$ cat src/rtl/fwd_pkg.sv
// Shared types and encodings for the forwarding/hazard scoreboard.
// Latency: n/a (types only).
// Backpressure: n/a.
//
// Slot fields are sized to fixed maxima so one typedef serves every
// parameterisation; the scoreboard zero-extends narrower indices into them
// and synthesis trims the constant upper bits. REG_W and SEL_W must not exceed
// SB_IDX_MAX_W and SB_RDY_MAX_W respectively.
package fwd_pkg;

  localparam int SB_IDX_MAX_W = 8;
  localparam int SB_RDY_MAX_W = 8;

  // Forwarding select encodings (slot index the operand is taken from).
  localparam int FWD_RF  = 0;
  localparam int FWD_MEM = 1;
  localparam int FWD_WB  = 2;

  // Producer latency classes: first slot in which the result is forwardable.
  localparam int RDY_ALU  = 1;
  localparam int RDY_LOAD = 2;

  typedef struct packed {
    logic                    valid;
    logic [SB_IDX_MAX_W-1:0] rd;
    logic [SB_RDY_MAX_W-1:0] rdy;
  } slot_t;

  // A ready class of 0 is meaningless, so it is promoted to the ALU class.
  function automatic logic [SB_RDY_MAX_W-1:0] norm_rdy(input logic [SB_RDY_MAX_W-1:0] r);
    return (r == '0) ? SB_RDY_MAX_W'(RDY_ALU) : r;
  endfunction

endpackage

$ cat src/rtl/fwd_port_check.sv
// Per-source-port priority comparator across all scoreboard slots.
// Latency: purely combinational.
// Backpressure: none; hazard_o feeds the stall OR in the parent.
//
// Ports:
//   slots_i  : current slot contents, index 0 = EX (youngest)
//   chk_en_i : port is valid, used and not x0
//   rs_i     : source register index
//   hazard_o : producer result not forwardable in time
//   sel_o    : forwarding select for the next cycle (0 = register file)
module fwd_port_check
  import fwd_pkg::*;
#(
  parameter int REG_W = 5,
  parameter int NSTG  = 3,
  parameter int SEL_W = $clog2(NSTG)
) (
  input  slot_t [NSTG-1:0] slots_i,
  input  logic             chk_en_i,
  input  logic [REG_W-1:0] rs_i,
  output logic             hazard_o,
  output logic [SEL_W-1:0] sel_o
);

  // Scan oldest to youngest so the youngest matching writer overrides
  // everything older; older matches never influence the result.
  always_comb begin
    hazard_o = 1'b0;
    sel_o    = SEL_W'(FWD_RF);
    for (int s = NSTG - 1; s >= 0; s--) begin
      if (chk_en_i && slots_i[s].valid && (slots_i[s].rd == SB_IDX_MAX_W'(rs_i))) begin
        if (s == NSTG - 1) begin
          // Retiring this cycle: the write-through register file supplies it.
          hazard_o = 1'b0;
          sel_o    = SEL_W'(FWD_RF);
        end else if ((s + 1) < int'(slots_i[s].rdy)) begin
          hazard_o = 1'b1;
          sel_o    = SEL_W'(FWD_RF);
        end else begin
          // Next cycle the producer sits one slot further down.
          hazard_o = 1'b0;
          sel_o    = SEL_W'(s + 1);
        end
      end
    end
  end

endmodule

$ cat src/rtl/fwd_hazard_scoreboard.sv
// Producer-latency-aware scoreboard: stalls ID on unready operands, else picks EX forwarding.
// Latency: stall_o combinational in the ID cycle; ex_fwd_sel_o registered, valid in the EX cycle.
// Backpressure: stall_o holds IF/ID and injects a bubble; flush_i overrides any stall.
//
// Ports:
//   clk, reset          : clock, synchronous active-high reset
//   id_valid_i          : ID holds a real instruction
//   id_rs_i/id_rs_used_i: NRD source indices and their use flags
//   id_wr_i/id_rd_i     : destination write enable and index
//   id_rdy_i            : first slot where the result is forwardable (0 treated as 1)
//   flush_i             : squash the ID instruction this cycle
//   stall_o             : hold IF/ID, bubble into EX
//   ex_fwd_sel_o        : per-port select for the instruction in EX
//   sb_busy_o           : any slot valid
// Optional build macro FWD_PERF_CNT_EN adds perf_stall_o, perf_fwd_o, perf_flush_o
// (32-bit wrapping event counters cleared by reset).
module fwd_hazard_scoreboard
  import fwd_pkg::*;
#(
  parameter int REG_W = 5,
  parameter int NRD   = 2,
  parameter int NSTG  = 3,
  parameter int SEL_W = $clog2(NSTG)
) (
  input  logic                 clk,
  input  logic                 reset,
  input  logic                 id_valid_i,
  input  logic [NRD*REG_W-1:0] id_rs_i,
  input  logic [NRD-1:0]       id_rs_used_i,
  input  logic                 id_wr_i,
  input  logic [REG_W-1:0]     id_rd_i,
  input  logic [SEL_W-1:0]     id_rdy_i,
  input  logic                 flush_i,
  output logic                 stall_o,
  output logic [NRD*SEL_W-1:0] ex_fwd_sel_o,
  output logic                 sb_busy_o
`ifdef FWD_PERF_CNT_EN
  ,
  output logic [31:0]          perf_stall_o,
  output logic [31:0]          perf_fwd_o,
  output logic [31:0]          perf_flush_o
`endif
);

  slot_t [NSTG-1:0]     slot_q, slot_d;
  logic [NRD*SEL_W-1:0] fwd_sel_q, fwd_sel_d;
  logic [NRD*SEL_W-1:0] port_sel;
  logic [NRD-1:0]       port_hz;
  logic [NRD-1:0]       port_en;
  logic                 advance;

  for (genvar p = 0; p < NRD; p++) begin : g_port
    assign port_en[p] = id_valid_i & id_rs_used_i[p] & (id_rs_i[p*REG_W +: REG_W] != '0);

    fwd_port_check #(
      .REG_W (REG_W),
      .NSTG  (NSTG),
      .SEL_W (SEL_W)
    ) u_chk (
      .slots_i  (slot_q),
      .chk_en_i (port_en[p]),
      .rs_i     (id_rs_i[p*REG_W +: REG_W]),
      .hazard_o (port_hz[p]),
      .sel_o    (port_sel[p*SEL_W +: SEL_W])
    );
  end

  // Flush squashes the ID instruction, so it never needs to wait.
  assign stall_o = (|port_hz) & ~flush_i;
  assign advance = id_valid_i & ~stall_o & ~flush_i;

  always_comb begin
    slot_d = '0;
    if (advance) begin
      // x0 writers are never tracked: reads of x0 are constant.
      slot_d[0].valid = id_wr_i & (id_rd_i != '0);
      slot_d[0].rd    = SB_IDX_MAX_W'(id_rd_i);
      slot_d[0].rdy   = norm_rdy(SB_RDY_MAX_W'(id_rdy_i));
    end
    for (int i = 1; i < NSTG; i++) begin
      slot_d[i] = slot_q[i-1];
    end
  end

  // Anything that does not advance leaves a bubble in EX, which uses the RF path.
  always_comb begin
    fwd_sel_d = advance ? port_sel : '0;
  end

  always_ff @(posedge clk) begin
    if (reset) begin
      slot_q    <= '0;
      fwd_sel_q <= '0;
    end else begin
      slot_q    <= slot_d;
      fwd_sel_q <= fwd_sel_d;
    end
  end

  assign ex_fwd_sel_o = fwd_sel_q;

  always_comb begin
    sb_busy_o = 1'b0;
    for (int i = 0; i < NSTG; i++) begin
      sb_busy_o = sb_busy_o | slot_q[i].valid;
    end
  end

`ifdef FWD_PERF_CNT_EN
  logic [31:0] perf_stall_q, perf_stall_d;
  logic [31:0] perf_fwd_q, perf_fwd_d;
  logic [31:0] perf_flush_q, perf_flush_d;

  always_comb begin
    perf_stall_d = perf_stall_q + {31'd0, stall_o};
    perf_fwd_d   = perf_fwd_q + {31'd0, advance & (|port_sel)};
    perf_flush_d = perf_flush_q + {31'd0, flush_i};
  end

  always_ff @(posedge clk) begin
    if (reset) begin
      perf_stall_q <= '0;
      perf_fwd_q   <= '0;
      perf_flush_q <= '0;
    end else begin
      perf_stall_q <= perf_stall_d;
      perf_fwd_q   <= perf_fwd_d;
      perf_flush_q <= perf_flush_d;
    end
  end

  assign perf_stall_o = perf_stall_q;
  assign perf_fwd_o   = perf_fwd_q;
  assign perf_flush_o = perf_flush_q;
`endif

endmodule

$ cat config.mk
export PLATFORM = sky130hd
export DESIGN_NAME = fwd_hazard_scoreboard
export DESIGN_NICKNAME = d
export VERILOG_FILES = /design/src/rtl/fwd_pkg.sv /design/src/rtl/fwd_port_check.sv /design/src/rtl/fwd_hazard_scoreboard.sv
export SDC_FILE = /design/constraint.sdc
export NUM_CORES = 1
export LEC_CHECK = 0
export BUFFER_PORTS_ARGS = -buffer_cell sky130_fd_sc_hd__buf_4
export CAP_MARGIN = 5
export CORE_MARGIN = 2
export CORE_UTILIZATION = 55
export CTS_BUF_LIST = sky130_fd_sc_hd__clkbuf_4 sky130_fd_sc_hd__clkbuf_8
export CTS_CLUSTER_SIZE = 25
export DETAILED_ROUTE_END_ITERATION = 7
export PLACE_DENSITY = 0.86
export SLEW_MARGIN = 20
export SYNTH_ARGS = -nofsm -noshare
export SYNTH_HDL_FRONTEND = slang
export SYNTH_SLANG_ARGS = --single-unit
$ cat constraint.sdc
create_clock -name clk -period 4 [get_ports clk]
set_input_delay 0.8 -clock clk [delete_from_list [all_inputs] [get_ports clk]]
set_output_delay 0.8 -clock clk [all_outputs]
set_load 0.005 [all_outputs]
==> metrics.txt <==
status finished clean; CP Data Arrival Time 2.64 ns; Ys Warns 0; Top Layer Used met4; met2 WL 1088 µm; post-synthesis sequential area ratio 45.65%; GPL Wtd Cong 0.8775; worst vdd ir 298.3 µV; Mapped Cells 90; RSZ-0062 raised after global routing false; Syn Nets 114; Reg clk slew, reported paths 0.11 ns; Fin Setup TNS 0 ns; maximum buffer depth of the clock tree 2; H-tree Lvls 1; starting density of the core 59.74%; CTS Hold Buffers Added 0; Reg2Reg Launch Point slot_d[45]; Clock Root Buffer clkbuf_4; Worst Hold Class reg -> reg; Vias/cell 5.604; CORE AREA 1541 µm²; I/O Buffers 29; final setup fails 0; Critical Path End Type output port; fin nets 148; #FFs+latches synth 21; commonest non-fill, non-tap cell in the layout buf_4; wire per inst 14.96 µm; critical path peak fanout 3; Post-Route WL 2079 µm; Slew Limit Headroom 71.54%; Compound-Gate Fraction of Synth Area 5.299%; Worst Tran Pin Value 0.4230 ns; post-DP HPWL 1669 µm; residual DRC count 0; # diodes 0; post-route cell area 1189 µm²; Simple-Gate Fraction of Synth Area 30.03%; crit path launch id_rs_i[1]; first-pass GRT wire length 3387 µm; post-layout util 77.11%; DIE AREA 2018 µm²; Fmax 290.3 MHz; crit path kind in -> out; fraction of layout cells with a size suffix above 1 30.08%; initial antenna violation count 0; P per Cell Area 307.1 nW/µm²; CP Data Required Time 3.20 ns; post-synthesis mux area share 0%; number of global-route vias before repair 777; Clock Skew 0.007841 ns; Final Cycle Share 86.10%; row count 14; M1 WL 877 µm; Clock Sink Count 21; maximum number of pins on one net before global-route repair 12; Post-DRT Antenna Nets 0; syn_area_per_cell 10.23 µm²; synthesized area 920.9 µm²; post-synthesis xor/xnor area fraction 19.02%; GRT Residual Overflow 0; cts bufs inserted 3; post-synthesis adder-cell area fraction 0%; worst setup path endpoint stall_o; Max Cap Viol 0; Pleak 0.0004838 µW; Placed Area 1159 µm²; worst skew pair latency 0.29 ns; io pins 30; CTS tree built; Yosys cell types 24; reg2reg end slot_d[33]; total track usage 23.86%; Die Y 44.92 µm; Final Critical Period 3.444 ns; Pre-Repair DR Iteration Count 4; Final Slew Violations 0; reg2reg path depth 6; die width 44.92 µm; post_cts resized 0; crit start category primary input; routed vias 779; post-CTS setup buffer count 0; DRT iter0 DRCs 12; Hold Vio Cnt, Final 0; metal3 WL 79 µm; main combinational cell family by area after synthesis simple AND/OR/NAND/NOR gates; flop2flop setup slack 2.07 ns; commonest cells after routing, fill and taps aside buf_4, dfxtp_1, xor2_1; Area growth syn-to-layout 29.08%
-- routing by layer --
metal  vias to the layer above  track usage [%]
met5                         -                0
met4                         0            10.59
met3                         4            3.600
met2                        26            43.71
met1                       363            26.88
li1                        386                -
-- state kept, by name (all words and copies together) (netlist names) --
signal        flops
slot_q            1
ex_fwd_sel_o      4
slot_d           16
-- where the power goes --
group	switching, µW	internal (µW)
clock	57.0	45.6
combinational	19.2	27.1
sequential	3.39	213
total	79.6	285
-- how the worst min path moves through the flow --
stage | startpoint | cells past startpoint | slack, ns | end
2_1_floorplan | slot_d[17] | 1 | 0.41 | slot_d[34]
3_3_place_gp | slot_d[17] | 1 | 0.42 | slot_d[34]
3_5_place_dp | slot_d[17] | 1 | 0.44 | slot_d[34]
4_1_cts | slot_d[17] | 1 | 0.46 | slot_d[34]
5_1_grt | slot_d[17] | 1 | 0.48 | slot_d[34]
6_report | slot_d[17] | 1 | 0.46 | slot_d[34]
-- worst max-delay path, stage by stage --
cell	delay (ns)
buf_4	0.13
or4_1	0.54
nor2_2	0.12
nor4_1	0.08
or4_4	0.52
a21o_1	0.20
a21oi_1	0.14
buf_4	0.12
-- Yosys cell counts --
library cell  number  area [µm²]
or4_4              1       11.26
nand4_1            2       12.51
nor2b_1           10       62.56
a21o_1             1       7.510
a21oi_4            1       16.27
nand2_1            4       15.01
or4_1              2       15.01
o311a_1            1       10.01
a21oi_1            1       5.000
and4_1             1       8.760
or3_1              2       12.51
nor2_1             1       3.750
xnor2_1            8       70.07
xor2_1            12       105.1
nor3b_1            8       60.06
nor3_1             2       10.01
o21ai_1            1       5.000
nand3_1            2       10.01
o21ai_0            1       5.000
nor2_2             1       6.260
dfxtp_1           21       420.4
nor4_1             4       25.02
nor4b_1            2       17.52
or2_2              1       6.260
-- cells by family after synthesis --
family	count (synthesis)
flops	21
xor+xnor	20
simple gates	43
compound gates	6
-- stage by stage --
| stage | hold slack (ns) | power, µW | setup slack [ns] | cells |
|---|---|---|---|---|
| 5_1_grt | 0.4796 | 377.1 | 0.4199 | 139 |
| 3_3_place_gp | 0.4187 | 264.3 | 0.5759 | 135 |
| 6_report | 0.4579 | 365.0 | 0.5558 | 139 |
| 4_1_cts | 0.4613 | 367.9 | 0.5513 | 139 |
| 3_5_place_dp | 0.4393 | 266.7 | 0.5567 | 135 |
| 2_1_floorplan | 0.4138 | 238.0 | 0.8443 | 90 |
-- layout make-up --
cell class	count	area [µm²]
clock buffers	4	30.03
fillers	116	352.8
multi-input cells	69	500.5
flip-flops and latches	21	420.4
well taps	16	20.02
repair buffers	29	217.7
No activity file was read; power rests on OpenSTA's default activity.
